$ cat src/rtl/axi_ddr_line_rd_master.sv
// ---------------------------------------------------------------------------
// axi_ddr_line_rd_master
//
// Purpose:
//   AXI4 read master that fetches one display line from the DDR frame buffer
//   for each accepted line request. The line is read as a chain of INCR
//   bursts with only one burst outstanding at a time. Every returned beat is
//   copied unmodified into the pixel FIFO that feeds the video read-out
//   stage. A line counter selects which frame line is fetched next. The
//   frame-sync pulse (the FIFO reset) rewinds that counter to line 0.
//
// Optional feature (compile-time macro RD_ERR_CNT_EN):
//   When defined, adds output rd_err_cnt[15:0]. The counter is a saturating
//   count of accepted beats whose RRESP is non-OKAY. Frame sync clears it.
//
// Ports:
//   M_AXI_ACLK, M_AXI_ARESETN   clock, asynchronous active-low reset
//   AXI_FULL_BURST_VALID/READY  line request handshake from the read-out stage
//   frame_sync_n                active-low frame rewind
//   M_AXI_AR*                   AXI4 read address channel (ARID constant 0)
//   M_AXI_R*                    AXI4 read data channel
//   fifo_full                   pixel FIFO full (back-pressure)
//   fifo_wr_en, fifo_wr_data    registered pixel FIFO write port
//   rd_err_cnt                  error beat counter (RD_ERR_CNT_EN only)
// ---------------------------------------------------------------------------
module axi_ddr_line_rd_master #(
  parameter int                         AXI4_DATA_WIDTH = 128,
  parameter int                         AXI4_ADDR_WIDTH = 32,
  parameter int                         AXI4_ID_WIDTH   = 4,
  parameter logic [AXI4_ADDR_WIDTH-1:0] BASE_ADDR       = '0,
  parameter int                         H_DISP          = 1280,
  parameter int                         V_DISP          = 720,
  parameter int                         BYTES_PER_PIXEL = 4,
  parameter int                         MAX_BURST_LEN   = 64
) (
  input  logic                       M_AXI_ACLK,
  input  logic                       M_AXI_ARESETN,
  input  logic                       AXI_FULL_BURST_VALID,
  output logic                       AXI_FULL_BURST_READY,
  input  logic                       frame_sync_n,
  output logic [AXI4_ID_WIDTH-1:0]   M_AXI_ARID,
  output logic [AXI4_ADDR_WIDTH-1:0] M_AXI_ARADDR,
  output logic [7:0]                 M_AXI_ARLEN,
  output logic [2:0]                 M_AXI_ARSIZE,
  output logic [1:0]                 M_AXI_ARBURST,
  output logic                       M_AXI_ARVALID,
  input  logic                       M_AXI_ARREADY,
  input  logic [AXI4_DATA_WIDTH-1:0] M_AXI_RDATA,
  input  logic [1:0]                 M_AXI_RRESP,
  input  logic                       M_AXI_RLAST,
  input  logic                       M_AXI_RVALID,
  output logic                       M_AXI_RREADY,
  input  logic                       fifo_full,
  output logic                       fifo_wr_en,
  output logic [AXI4_DATA_WIDTH-1:0] fifo_wr_data
`ifdef RD_ERR_CNT_EN
  ,
  output logic [15:0]                rd_err_cnt
`endif
);

  localparam int LINE_BYTES  = H_DISP * BYTES_PER_PIXEL;
  localparam int LINE_BEATS  = LINE_BYTES * 8 / AXI4_DATA_WIDTH;
  localparam int BURST_BYTES = MAX_BURST_LEN * AXI4_DATA_WIDTH / 8;
  localparam int BEAT_W      = $clog2(LINE_BEATS + 1);
  localparam int LINE_W      = (V_DISP > 1) ? $clog2(V_DISP) : 1;
  localparam int SIZE_CODE   = $clog2(AXI4_DATA_WIDTH / 8);

  typedef enum logic [1:0] {
    IDLE = 2'd0,
    ADDR = 2'd1,
    DATA = 2'd2
  } state_t;

  state_t                       state_reg;
  state_t                       state_next;
  logic [AXI4_ADDR_WIDTH-1:0]   line_addr_reg;
  logic [BEAT_W-1:0]            beats_left_reg;
  logic [7:0]                   arlen_reg;
  logic [LINE_W-1:0]            line_idx_reg;
  logic                         abort_reg;
  logic                         wr_en_reg;
  logic [AXI4_DATA_WIDTH-1:0]   wr_data_reg;

  logic                         req_ready;
  logic                         ar_valid;
  logic                         r_ready;
  logic                         drain;
  logic                         accept;
  logic                         ar_hs;
  logic                         beat;
  logic                         last_beat;
  logic                         line_end;
  logic [AXI4_ADDR_WIDTH-1:0]   line_base;
  logic [BEAT_W-1:0]            burst_beats;

  // ARLEN for the next burst given the beats still to be requested.
  // The comparison is done in 32 bits so a burst length larger than the
  // whole line cannot be truncated by the narrow beat counter.
  function automatic logic [7:0] burst_arlen(input logic [BEAT_W-1:0] beats);
    if (int'(beats) >= MAX_BURST_LEN) begin
      return 8'(MAX_BURST_LEN - 1);
    end else begin
      return 8'(int'(beats) - 1);
    end
  endfunction

  // While a rewind is pending (or being signalled right now) the burst in
  // flight is drained: RREADY is forced high and nothing reaches the FIFO.
  assign drain       = abort_reg | ~frame_sync_n;
  assign accept      = req_ready & AXI_FULL_BURST_VALID;
  assign ar_hs       = ar_valid & M_AXI_ARREADY;
  assign beat        = r_ready & M_AXI_RVALID;
  assign last_beat   = beat & M_AXI_RLAST;
  assign line_end    = last_beat & (beats_left_reg == '0) & ~drain;
  assign line_base   = BASE_ADDR + AXI4_ADDR_WIDTH'(int'(line_idx_reg) * LINE_BYTES);
  assign burst_beats = BEAT_W'(arlen_reg) + BEAT_W'(1);

  // Next-state and handshake outputs.
  always_comb begin
    state_next = state_reg;
    req_ready  = 1'b0;
    ar_valid   = 1'b0;
    r_ready    = 1'b0;
    case (state_reg)
      IDLE: begin
        // Reset is folded in so READY reads 0 while reset is held.
        req_ready = frame_sync_n & M_AXI_ARESETN;
        if (AXI_FULL_BURST_VALID && req_ready) begin
          state_next = ADDR;
        end
      end
      ADDR: begin
        ar_valid = 1'b1;
        if (M_AXI_ARREADY) begin
          state_next = DATA;
        end
      end
      DATA: begin
        r_ready = drain | ~fifo_full;
        if (M_AXI_RVALID && r_ready && M_AXI_RLAST) begin
          // An aborted line drops its remaining bursts.
          if (beats_left_reg == '0 || drain) begin
            state_next = IDLE;
          end else begin
            state_next = ADDR;
          end
        end
      end
      default: state_next = IDLE;
    endcase
  end

  always_ff @(posedge M_AXI_ACLK or negedge M_AXI_ARESETN) begin
    if (!M_AXI_ARESETN) begin
      state_reg      <= IDLE;
      line_addr_reg  <= '0;
      beats_left_reg <= '0;
      arlen_reg      <= '0;
      line_idx_reg   <= '0;
      abort_reg      <= 1'b0;
      wr_en_reg      <= 1'b0;
      wr_data_reg    <= '0;
    end else begin
      state_reg <= state_next;

      // Address/length bookkeeping. beats_left counts beats not yet
      // requested on AR, so it reaches 0 once the final burst is issued.
      if (accept) begin
        line_addr_reg  <= line_base;
        beats_left_reg <= BEAT_W'(LINE_BEATS);
        arlen_reg      <= burst_arlen(BEAT_W'(LINE_BEATS));
      end else if (ar_hs) begin
        beats_left_reg <= beats_left_reg - burst_beats;
        line_addr_reg  <= line_addr_reg + AXI4_ADDR_WIDTH'(BURST_BYTES);
      end else if (last_beat && state_next == ADDR) begin
        arlen_reg <= burst_arlen(beats_left_reg);
      end

      // Rewind has priority over advancing at end of line.
      if (!frame_sync_n) begin
        line_idx_reg <= '0;
      end else if (line_end) begin
        if (line_idx_reg == LINE_W'(V_DISP - 1)) begin
          line_idx_reg <= '0;
        end else begin
          line_idx_reg <= line_idx_reg + 1'b1;
        end
      end

      // Remember a rewind seen mid-line until the burst in flight ends.
      if (last_beat && state_next == IDLE) begin
        abort_reg <= 1'b0;
      end else if (!frame_sync_n && state_reg != IDLE) begin
        abort_reg <= 1'b1;
      end

      wr_en_reg <= beat & ~drain;
      if (beat) begin
        wr_data_reg <= M_AXI_RDATA;
      end
    end
  end

`ifdef RD_ERR_CNT_EN
  logic [15:0] err_cnt_reg;

  always_ff @(posedge M_AXI_ACLK or negedge M_AXI_ARESETN) begin
    if (!M_AXI_ARESETN) begin
      err_cnt_reg <= '0;
    end else if (!frame_sync_n) begin
      err_cnt_reg <= '0;
    end else if (beat && M_AXI_RRESP != 2'b00 && err_cnt_reg != 16'hFFFF) begin
      err_cnt_reg <= err_cnt_reg + 16'd1;
    end
  end

  assign rd_err_cnt = err_cnt_reg;
`else
  // RRESP does not influence the data path when error counting is off.
  logic unused_rresp;
  assign unused_rresp = ^M_AXI_RRESP;
`endif

  assign AXI_FULL_BURST_READY = req_ready;
  assign M_AXI_ARID           = '0;
  assign M_AXI_ARADDR         = line_addr_reg;
  assign M_AXI_ARLEN          = arlen_reg;
  assign M_AXI_ARSIZE         = 3'(SIZE_CODE);
  assign M_AXI_ARBURST        = 2'b01;
  assign M_AXI_ARVALID        = ar_valid;
  assign M_AXI_RREADY         = r_ready;
  assign fifo_wr_en           = wr_en_reg;
  assign fifo_wr_data         = wr_data_reg;

endmodule

$ cat config.mk
export PLATFORM = sky130hd
export DESIGN_NAME = axi_ddr_line_rd_master
export DESIGN_NICKNAME = d
export VERILOG_FILES = /design/src/rtl/axi_ddr_line_rd_master.sv
export SDC_FILE = /design/constraint.sdc
export NUM_CORES = 1
export LEC_CHECK = 0
export BUFFER_PORTS_ARGS = -buffer_cell sky130_fd_sc_hd__buf_4
export CORE_ASPECT_RATIO = 2
export CORE_MARGIN = 2
export CORE_UTILIZATION = 51
export CTS_BUF_LIST = sky130_fd_sc_hd__clkbuf_4
export CTS_CLUSTER_DIAMETER = 60
export DETAILED_ROUTE_END_ITERATION = 10
export PLACE_DENSITY = 0.8
export SETUP_SLACK_MARGIN = 0.5
export SLEW_MARGIN = 20
export SYNTH_ARGS = -nofsm -noshare
export SYNTH_HDL_FRONTEND = slang
export SYNTH_SLANG_ARGS = --single-unit
$ cat constraint.sdc
create_clock -name M_AXI_ACLK -period 2.9 [get_ports M_AXI_ACLK]
set_clock_uncertainty 0.15 [all_clocks]
set_input_delay 0.29 -clock M_AXI_ACLK [delete_from_list [all_inputs] [get_ports M_AXI_ACLK]]
set_output_delay 0.29 -clock M_AXI_ACLK [all_outputs]
set_load 0.01 [all_outputs]
== After elaboration in Yosys (flattened, before gate mapping) ==
Cells that the tools add are included.

* Input port bits: 138
* Word-level logic and storage cells: 71
* Memory bits (read-only): 0
* Bits in writable memories: 0
* Latch bits: 0
* Register bits: 191
* Output and inout bits: 181
* Memories: 0

* Divide/modulo/power cells: 0
* Multiplexer cells: 21
* Shifts and indexed selects: 0
* Add/subtract/negate cells: 5
* Magnitude comparators: 1
* Equality and inequality tests: 6
* Multiply operators: 1
* Reductions and logical operators: 16
* Bitwise logic cells: 13

{| class="wikitable"
|+ Operators by type and width
! cell !! count
|-
| $mux W32 || 2
|-
| $add A32 B11 Y32 const B || 1
|-
| $mux W8 || 4
|-
| $mux W10 || 3
|-
| $mux W9 || 2
|-
| $mul A10 B3 Y13 const B || 1
|-
| $add A10 B1 Y10 const B || 1
|-
| $eq A10 B10 Y1 const B || 1
|-
| $add A8 B1 Y9 const B || 1
|-
| $ge A9 B7 Y1 const B || 1
|-
| $logic_not A9 Y1 || 1
|-
| $sub A9 B9 Y9 || 1
|-
| $and A1 B1 Y1 || 8
|-
| $reduce_bool A2 Y1 || 4
|-
| $sub A8 B1 Y8 const B || 1
|-
| $logic_and A1 B1 Y1 || 6
|-
| $mux W1 || 6
|-
| $mux W2 || 3
|-
| $pmux W2 S3 || 1
|-
| $eq A2 B1 Y1 const B || 2
|-
| $logic_not A2 Y1 || 2
|-
| $not A1 Y1 || 3
|-
| $eq A2 B2 Y1 const B || 1
|-
| $ne A2 B1 Y1 const B || 1
|-
| 5 further kinds || 6
|}

== Longest topological paths before layout ==
Gate-level depths: netlist (run 1).

* Depth after elaboration: 12
* Mapped depth: 10
* Gate-level depth less buffers: 10

== Worst setup path before layout (run 1) ==
OpenSTA, ideal clock, no wires.

* Path kind: register -> register
* Start point: reg line_idx_reg[3]
* End point: reg line_addr_reg[19], in the netlist M_AXI_ARADDR[19]
* Buffers on the path: 0
* Slack: 0.490 ns
* Data required time: 2.614 ns
* Arrival time: 2.124 ns
* Stages on the path, launching flop included: 10
* Path through: dfrtp_1 > ha_1 > ha_1 > fa_1 > a211oi_1 > nor2_1 > o21a_1 > nor2_1 > xor2_1 > o21ai_0

* Word-level cells in the longest chain between the ends: 2

{| class="wikitable"
|+ Ends and longest elaborated chain
! element !! RTL line !! RTL
|-
| start: declaration || 80 || <nowiki>logic [LINE_W-1:0] line_idx_reg;</nowiki>
|-
| start signal: assignment || 187 || <nowiki>line_idx_reg <= line_idx_reg + 1'b1;</nowiki>
|-
| $mul A10 B3 Y13 || 116 || <nowiki>assign line_base = BASE_ADDR + AXI4_ADDR_WIDTH'(int'(line_idx_reg) * LINE_BYTES);</nowiki>
|-
| $mux W32 || 169 || <nowiki>if (accept) begin</nowiki>
|-
| end signal: assignment || 170 || <nowiki>line_addr_reg <= line_base;</nowiki>
|-
| end signal: assignment || 175 || <nowiki>line_addr_reg <= line_addr_reg + AXI4_ADDR_WIDTH'(BURST_BYTES);</nowiki>
|-
| end: declaration || 77 || <nowiki>logic [AXI4_ADDR_WIDTH-1:0] line_addr_reg;</nowiki>
|}

Every way passes these cells.
A chain may end at the register's enable or synchronous reset.

== Final worst setup path (run 1) ==
Ends and elaborated chain as after synthesis.

==> results.py, run 1 <==
metrics = {
    "setup_path": {
        "critPathSlowestCell": "dfrtp_2",
        "reg2reg_setup_slack_ns": 0.51,
        "start_kind": "register",
        "worstPathRequired_ns": 3.21,
        "end_kind": "register",
        "path_max_fanout": 3,
        "ff2ff_path_depth": 9,
        "max_stage_delay_ns": 0.47,
        "worstSetupPathType": "register to register",
        "crit_arrival_ns": 2.69,
        "crit_chain": "ha_4 -> ha_4 -> fa_2 -> a211oi_2 -> nor2_1 -> o21a_1 -> nor2_1 -> xor2_1 -> o21ai_0",
    },
    "power": {
        "leakagePower_nw": 6.11,
        "intPower_w": 0.00654,
        "total_power_w": 0.0102,
        "sequentialPowerShare_pct": 42.2,
        "swShare_pct": 35.6,
        "power.density_nw_per_um2": 806,
        "clockPowerShare_pct": 14.9,
        "power_frac_comb_pct": 42.9,
        "p_switching_w": 0.00361,
        "peakVddDrop_mv": 0.609,
    },
    "finish": {
        "nNetsFinal": 1289,
        "largest_reg_flops": 128,
        "area_growth_pct": 51.4,
        "drive_gt1_share_pct": 44.4,
    },
    "drt": {
        "postRouteAntennaNets": 0,
        "num_vias": 7140,
        "viasPerCell": 5.33,
        "wl_per_cell_um": 19.3,
        "wirelength_um": 25800,
        "drt-pass1-iter-count": 4,
        "drcViolationCount": 0,
        "first_iter_violations": 239,
    },
    "floorplanning": {
        "row_count": 66,
        "die_area_um2": 17400,
        "dieHeight_um": 185,
        "initial_utilization_pct": 51.7,
        "die_x_um": 94.3,
        "core-area_um2": 16100,
        "pin_count": 319,
    },
    "synthesis": {
        "async_flop_share_pct": 100,
        "yosysWarnings": 0,
        "synth_top_area_cell": "dfrtp_1",
        "synth.top_cell.area_share_pct": 54.4,
        "netlist_instances": 675,
        "ys_seq_area_share_pct": 54.4,
        "synth_cell_types": 56,
        "ys_seq_elements": 181,
        "yosys-top-cells-area": "dfrtp_1 54%, mux2_2 17%, ha_1 4.2%, xor2_1 2.4%, nand2_1 1.8%",
        "ys_top_cells_by_count": "181 x dfrtp_1, 128 x mux2_2, 39 x nand2_1, 39 x nor2_1, 28 x ha_1",
        "synth.most_common_cell": "dfrtp_1",
        "synth_edf_count": 0,
        "syn_area_um2": 8320,
        "synthFlopType": "dfrtp_1",
        "syn_area_per_cell_um2": 12.3,
    },
    "place": {
        "routabilityCongestion": 0.845,
        "hpwl_um": 15700,
        "dp_slack_ns": 0.320,
        "io_buffers": 297,
    },
    "timing": {
        "rsz0062_at_grt": "true",
        "final_max_slew_viol_count": 0,
        "hold_viol_final": 0,
        "min_period_ns": 2.39,
        "fmax_mhz": 419,
        "worst_pin_slew_ns": 0.958,
        "fin_crit_sh_pct": 82.3,
        "tns_ns": 0,
        "max_slew_margin_pct": 35.9,
        "setup_viol": 0,
        "hold_ws_ns": 0.303,
        "worst_slack_ns": 0.512,
    },
    "clock_network": {
        "cts_tree": "done",
        "insertion_delay_ns": 0.57,
        "cts_root_buf": "clkbuf_4",
        "cts_sinks": 181,
        "cts_buffers": 17,
        "path_clk_slew_ns": 0.16,
        "clk_path_buf_depth": 2,
        "htreeDepth": 4,
    },
    "global_route": {
        "antenna_found_initial": 1,
        "grt_pass1_wl_um": 38100,
        "grt_usage_pct": 28.7,
        "busiest_layer": "met2",
        "grt_max_degree": 162,
        "grtUsageMet3_pct": 8.09,
        "grt_pass1_vias": 7442,
        "grtUsageMet2_pct": 51.5,
        "use_met1_pct": 32.0,
        "grt-ovfl-total": 0,
    },
    "min_path": {
        "hp-class": "input pin to asynchronous set/reset pin",
    },
    "status": {
        "status": "finished, final reports clean",
    },
    "flow_run": {
        "max_cap_violations": 0,
    },
}
-- kinds of logic after synthesis --
group | share of synthesized area [%]
flip-flops | 54.4
AND/OR/NAND/NOR | 10.4
AO/OA/AOI/OAI | 5.59
adder cells (fa/ha/maj) | 4.69
XOR/XNOR | 3.37
multiplexers | 17.7
other | 0.0902
buffers and inverters | 3.70
-- per-stage QoR --
stage | utilization [%] | instances | area [um^2]
2_1_floorplan | - | 692 | 8390
3_3_place_gp | 66.8 | 1160 | 10700
4_1_cts | 77.5 | 1333 | 12500
6_report | 78.3 | 1339 | 12600
3_5_place_dp | 66.8 | 1160 | 10700
5_1_grt | 78.3 | 1339 | 12600
-- layer usage --
layer,vias up,routed length [um]
met5,-,0
met4,0,627
met3,51,2270
met2,344,13600
met1,3494,9360
li1,3251,-
-- path summary, 6_finish.rpt --
kind                              startpoint                 to
min reg2reg                beats_left_reg[8]  beats_left_reg[8]
max in group asynchronous      M_AXI_ARESETN   M_AXI_ARADDR[19]
max reg2reg                  line_idx_reg[3]   M_AXI_ARADDR[19]
min in group M_AXI_ACLK       M_AXI_RDATA[3]    fifo_wr_data[3]
min                            M_AXI_ARESETN   fifo_wr_data[70]
max                          line_idx_reg[3]   M_AXI_ARADDR[19]
-- repair_timing --
action	CTS	global route
endpoints found under the setup margin	5	21
cloned	0	1
endpoints found under the hold margin	320	0
buffers inserted	4	4
pin swaps	2	6
hold buffers	137	0
gates resized for setup	7	18
-- layout by cell type, fill, tap and decap left out, types with 7 or more instances in the layout --
cell type	Yosys	routed
clkbuf_4	0	18
and3_1	8	8
nand2_1	39	37
dlygate4sd3_1	0	137
nor3_1	12	11
dfrtp_1	181	176
mux2_2	128	128
inv_1	14	14
nand3_1	15	15
o21ai_0	26	23
and2_1	8	7
ha_1	28	24
xnor2_1	9	9
nor2_1	39	39
xor2_1	23	23
nand4_1	11	11
conb_1	2	19
a21oi_1	11	11
buf_4	19	312
-- area by class of cell --
class | count | area, um^2
fillers | 920 | 3500
inverters | 14 | 52.6
clock buffers | 18 | 135
multi-input cells | 454 | 3660
clock inverters | 14 | 171
well taps | 204 | 255
diodes | 1 | 2.50
repair buffers | 453 | 3780
flip-flops and latches | 181 | 4540
-- worst max-delay path, delay by kind of cell (launching register included) --
kind	cells	cell delay, ns
adders and majority gates	3	0.84
and+or+nand+nor	2	0.19
AOI/OAI and AO/OA	3	0.46
DFF	1	0.47
xor gates and xnor gates	1	0.15
-- power by group through the flow --
stage	Sequential (W)	Combinational, W	Clock, W
detailed placement	0.00424	0.00405	0
finish	0.00428	0.00436	0.00151
global placement	0.00418	0.00395	0
floorplan	0.00456	0.00155	0
CTS	0.00419	0.00421	0.00154
global route	0.00438	0.00464	0.00163
No activity file was read; power rests on OpenSTA's default activity.
==> run 2, diff against run 1 <==
- CORE_UTILIZATION: 51 -> 46
- PLACE_DENSITY: 0.8 -> 0.76
- clock period: 2.9 -> 2 ns (I/O delays scaled with it)
==> results.py, run 2 (synthesis gave the netlist of run 1 again) <==
metrics = {
    "status": {
        "status": "finished, violations left",
        "violations": "negative hold slack, negative setup slack",
    },
    "clock_network": {
        "path_clk_slew_ns": 0.17,
        "clk_path_buf_depth": 2,
        "htreeDepth": 4,
        "cts_tree": "done",
        "cts_root_buf": "clkbuf_4",
        "insertion_delay_ns": 0.61,
        "cts_sinks": 181,
        "cts_buffers": 17,
        "hold_buffers": 134,
    },
    "power": {
        "leakagePower_nw": 7.85,
        "total_power_w": 0.0196,
        "power.density_nw_per_um2": 1230,
        "peakVddDrop_mv": 0.772,
    },
    "floorplanning": {
        "pin_count": 319,
        "initial_utilization_pct": 46.8,
        "die_x_um": 99.1,
        "die_area_um2": 19200,
        "dieHeight_um": 194,
        "core-area_um2": 17800,
        "row_count": 69,
    },
    "finish": {
        "largest_reg_flops": 128,
        "area_growth_pct": 92.3,
        "final_common_cell": "buf_4",
        "mostFrequentLayoutCells": "279 x buf_4, 183 x buf_6, 170 x dfrtp_1",
        "seqCellArea_um2": 4540,
        "nNetsFinal": 1472,
        "fin_cells": 1532,
        "drive_gt1_share_pct": 59.0,
        "multiInputGateArea_um2": 4540,
        "fill_cells": 665,
    },
    "place": {
        "routabilityCongestion": 0.925,
        "dpl.cell_count": 1236,
        "dp_slack_ns": -0.263,
        "hpwl_um": 18900,
        "io_buffers": 297,
    },
    "setup_path": {
        "cp_common_cell": "buf_4",
        "worstPathRequired_ns": 2.34,
        "crit_arrival_ns": 2.76,
        "start_kind": "register",
        "worstSetupPathType": "register to register",
        "max_stage_delay_ns": 0.46,
        "end_kind": "register",
        "path_max_fanout": 2,
        "crit_chain": "ha_4 -> ha_4 -> buf_4 -> buf_6 -> a211oi_4 -> buf_4 -> buf_4 -> o21bai_1 -> a21o_1 -> nor2b_1 -> o32ai_1",
        "critPathSlowestCell": "dfrtp_1",
    },
    "timing": {
        "min_period_ns": 2.42,
        "tns_ns": -6.00,
        "setup_viol": 52,
        "final_max_slew_viol_count": 0,
        "hold_ws_ns": -0.124,
        "rsz0062_at_grt": "true",
        "hold_viol_final": 2,
        "worst_pin_slew_ns": 1.03,
        "max_slew_margin_pct": 31.6,
        "fin_crit_sh_pct": 121,
        "worst_slack_ns": -0.422,
        "fmax_mhz": 413,
    },
    "drt": {
        "first_iter_violations": 596,
        "top_layer": "met4",
        "viasPerCell": 5.77,
        "wirelength_um": 42800,
        "routedLengthMet1_um": 14000,
        "wl_per_cell_um": 27.9,
        "drt-pass1-iter-count": 7,
        "route.met3.wl_um": 3370,
        "num_vias": 8844,
        "postRouteAntennaNets": 0,
        "wl_met2_um": 22200,
        "drcViolationCount": 0,
    },
    "global_route": {
        "grt_pass1_wl_um": 54300,
        "grt-ovfl-total": 0,
        "grt_usage_pct": 37.5,
        "antenna_found_initial": 6,
        "grt_max_degree": 182,
        "grt_pass1_vias": 8899,
    },
    "flow_run": {
        "max_cap_violations": 0,
    },
    "min_path": {
        "hp-class": "input pin to register",
    },
}
==> run 2: changes by cell type in the layout (fill, tap and decap cells not counted), moves of 8 or more <==
| cell | change |
|---|---|
| buf_16 | +13 |
| ha_4 | +11 |
| buf_4 | -33 |
| nor2_2 | +10 |
| buf_6 | +182 |
| buf_8 | +9 |
| mux2_2 | -71 |
| o21ai_0 | -17 |
| o21ai_1 | +8 |
| ha_1 | -12 |
| mux2_4 | +71 |
| buf_12 | +10 |
| nor2_1 | -16 |
==> run 2: worst max-delay path, delay by kind of cell, from the launching register on <==
family	cells	cell delay (ns)
AOI/OAI and AO/OA	4	0.63
adders and majority gates	2	0.42
buffers and inverters	4	0.48
DFF	1	0.46
and+or+nand+nor	1	0.16
==> run 2: layout make-up <==
type | count | area share (%)
diodes | 5 | 0.0782
clock buffers | 17 | 0.798
clock inverters | 12 | 1.12
inverters | 14 | 0.328
multi-input cells | 458 | 28.4
flip-flops and latches | 181 | 28.4
well taps | 213 | 1.67
repair buffers | 632 | 39.2
==> run 2: where the power goes <==
group          total (W)  leakage [nW]  internal, W  switching, W
sequential       0.00666          2.20      0.00513       0.00153
combinational     0.0106          5.49      0.00624       0.00431
clock            0.00244         0.157     0.000978       0.00146
==> run 2: final timing paths <==
path	from	endpoint	slack, ns	cells past startpoint
min	M_AXI_RLAST	abort_reg	-0.12	3
max reg2reg	line_idx_reg[1]	M_AXI_ARADDR[22]	-0.42	11
min reg2reg	fifo_wr_data[104]	fifo_wr_data[104]	0.39	1
min in group asynchronous	M_AXI_ARESETN	fifo_wr_data[93]	0.18	3
max	line_idx_reg[1]	M_AXI_ARADDR[22]	-0.42	11
max in group asynchronous	M_AXI_ARESETN	fifo_wr_data[68]	0.71	3
==> run 2: metrics by stage <==
stage | utilization, % | cell area (um^2)
5_1_grt | 90.0 | 16000
4_1_cts | 85.2 | 15200
3_5_place_dp | 64.9 | 11500
2_1_floorplan | - | 8820
6_report | 90.0 | 16000
3_3_place_gp | 64.9 | 11500
==> run 2: routing by layer <==
layer	up-vias	track usage (%)
met5	-	0
met4	0	18.6
met3	218	9.48
met2	602	67.2
met1	4397	39.9
li1	3627	-
==> run 2: what timing repair did <==
item / in CTS / in global routing
pin swaps: 43 / 32
hold endpoints to repair: 338 / 2
setup endpoints to repair: 337 / 341
gates cloned: 17 / 1
gates resized for setup: 292 / 100
setup buffers: 54 / 56
==> run 3, diff against run 2 <==
- BUFFER_PORTS_ARGS: -buffer_cell sky130_fd_sc_hd__buf_4 -> default
- CORE_UTILIZATION: 46 -> 55
- DONT_BUFFER_PORTS: default -> 1
- PLACE_DENSITY: 0.76 -> 0.7
==> results.py, run 3 (synthesis gave the netlist of run 1 again) <==
metrics = {
    "min_path": {
        "hp-class": "input pin to asynchronous set/reset pin",
    },
    "clock_network": {
        "hold_buffers": 135,
        "cts_tree": "done",
        "cts_root_buf": "clkbuf_4",
        "cts_buffers": 17,
        "htreeDepth": 4,
        "insertion_delay_ns": 0.60,
        "clk_path_buf_depth": 2,
        "path_clk_slew_ns": 0.17,
        "cts_sinks": 181,
    },
    "global_route": {
        "grt_pass1_wl_um": 46600,
        "antenna_found_initial": 1,
        "grt-ovfl-total": 0,
        "grt_usage_pct": 38.2,
        "grt_pass1_vias": 7777,
        "grt_max_degree": 183,
    },
    "place": {
        "hpwl_um": 16500,
        "routabilityCongestion": 0.897,
        "io_buffers": 0,
        "dp_slack_ns": -0.284,
    },
    "floorplanning": {
        "die_x_um": 91.0,
        "dieHeight_um": 178,
        "die_area_um2": 16200,
        "initial_utilization_pct": 56.2,
        "pin_count": 319,
        "core-area_um2": 14800,
        "row_count": 63,
    },
    "power": {
        "power_frac_comb_pct": 37.7,
        "peakVddDrop_mv": 1.34,
        "swShare_pct": 38.9,
        "power.density_nw_per_um2": 1170,
        "p_switching_w": 0.00593,
        "intPower_w": 0.00931,
        "sequentialPowerShare_pct": 47.7,
        "leakagePower_nw": 6.12,
        "clockPowerShare_pct": 14.6,
    },
    "drt": {
        "num_vias": 7316,
        "drcViolationCount": 0,
        "drt-pass1-iter-count": 5,
        "wl_per_cell_um": 28.5,
        "first_iter_violations": 438,
        "viasPerCell": 6.18,
        "wirelength_um": 33700,
        "postRouteAntennaNets": 0,
    },
    "timing": {
        "worst_pin_slew_ns": 0.523,
        "worst_slack_ns": -0.614,
        "final_max_slew_viol_count": 0,
        "fin_crit_sh_pct": 131,
        "hold_ws_ns": -0.870,
        "tns_ns": -16.45,
        "min_period_ns": 2.61,
        "setup_viol": 158,
        "rsz0062_at_grt": "true",
        "fmax_mhz": 383,
        "hold_viol_final": 181,
        "max_slew_margin_pct": 64.8,
    },
    "finish": {
        "final_common_cell": "dfrtp_1",
        "drive_gt1_share_pct": 47.9,
        "seqCellArea_um2": 4550,
        "nNetsFinal": 1142,
        "post-route-util_pct": 88.2,
        "area_growth_pct": 57.0,
        "fill_cells": 629,
        "mostFrequentLayoutCells": "165 x dfrtp_1, 135 x dlygate4sd3_1, 77 x buf_4",
        "multiInputGateArea_um2": 4610,
        "largest_reg_flops": 128,
    },
    "setup_path": {
        "end_kind": "register",
        "critPathSlowestCell": "dfrtp_1",
        "crit_arrival_ns": 2.93,
        "crit_chain": "ha_4 -> ha_4 -> fa_2 -> a211oi_2 -> nor2_2 -> o21a_1 -> nor2_2 -> xor2_1 -> o21ai_1",
        "start_kind": "register",
        "cp_top_family": "compound AO/OA/AOI/OAI gates",
        "max_stage_delay_ns": 0.45,
        "path_buf_inv": 0,
        "path_max_fanout": 3,
        "worstPathRequired_ns": 2.32,
        "worstSetupPathType": "register to register",
    },
    "status": {
        "status": "finished, violations left",
        "violations": "negative hold slack, negative setup slack",
    },
    "flow_run": {
        "max_cap_violations": 0,
    },
}
## run 3: changes by cell type in the layout (fill, tap and decap cells not counted), sizes merged, moves of 2 or more
cell and delta:
buf -327, diode -4, bufinv -2, clkinv +2, dlygate4sd3 +2, inv +2, nand2 -2
## run 3: cell type report
| type | instances | area share, % |
|---|---|---|
| well taps | 195 | 1.87 |
| clock buffers | 19 | 1.09 |
| diodes | 1 | 0.0191 |
| multi-input cells | 455 | 35.3 |
| flip-flops and latches | 181 | 34.8 |
| repair buffers | 305 | 25.4 |
| inverters | 14 | 0.402 |
| clock inverters | 13 | 1.13 |
## run 3: worst register-to-register path: cells and delay by family, from the launching register on
family	cells	cell delay, ns
xor+xnor	1	0.09
compound gates	3	0.81
fa+ha+maj	3	0.79
simple gates	2	0.19
flops	1	0.45
## run 3: timing repair
action,CTS,global route
cloned,16,0
setup endpoints to repair,202,211
resized for setup,213,91
pin swaps,56,45
hold endpoints to repair,362,181
buffers inserted,43,26
## run 3: per-layer routing
layer | GRT usage (%) | wire [um]
met1 | 40.3 | 10900
met2 | 67.4 | 17500
met3 | 11.0 | 2800
met4 | 22.0 | 2460
met5 | 0 | 0
## run 3: stage by stage
stage	power (W)	cells	area, um^2
final	0.0152	1183	13100
after global routing	0.0157	1183	13100
after floorplan	0.00910	692	8820
after detailed placement	0.0103	930	9330
after CTS	0.0141	1156	12500
after global placement	0.0101	930	9330
## run 3: power by group through the flow
stage,Sequential [W],Combinational [W],Clock (W)
global placement,0.00697,0.00309,0
global route,0.00735,0.00598,0.00238
detailed placement,0.00707,0.00324,0
floorplan,0.00665,0.00245,0
CTS,0.00702,0.00491,0.00213
finish,0.00727,0.00574,0.00222
## run 3: final timing paths
path,startpoint,to,slack (ns),depth (start not counted)
min reg2reg,beats_left_reg[7],beats_left_reg[7],0.42,2
min in group M_AXI_ACLK,fifo_full,fifo_wr_data[75],0.06,5
max,line_idx_reg[1],M_AXI_ARADDR[19],-0.61,9
max in group asynchronous,M_AXI_ARESETN,line_idx_reg[3],2.24,0
max reg2reg,line_idx_reg[1],M_AXI_ARADDR[19],-0.61,9
min,M_AXI_ARESETN,fifo_wr_data[86],-0.87,0
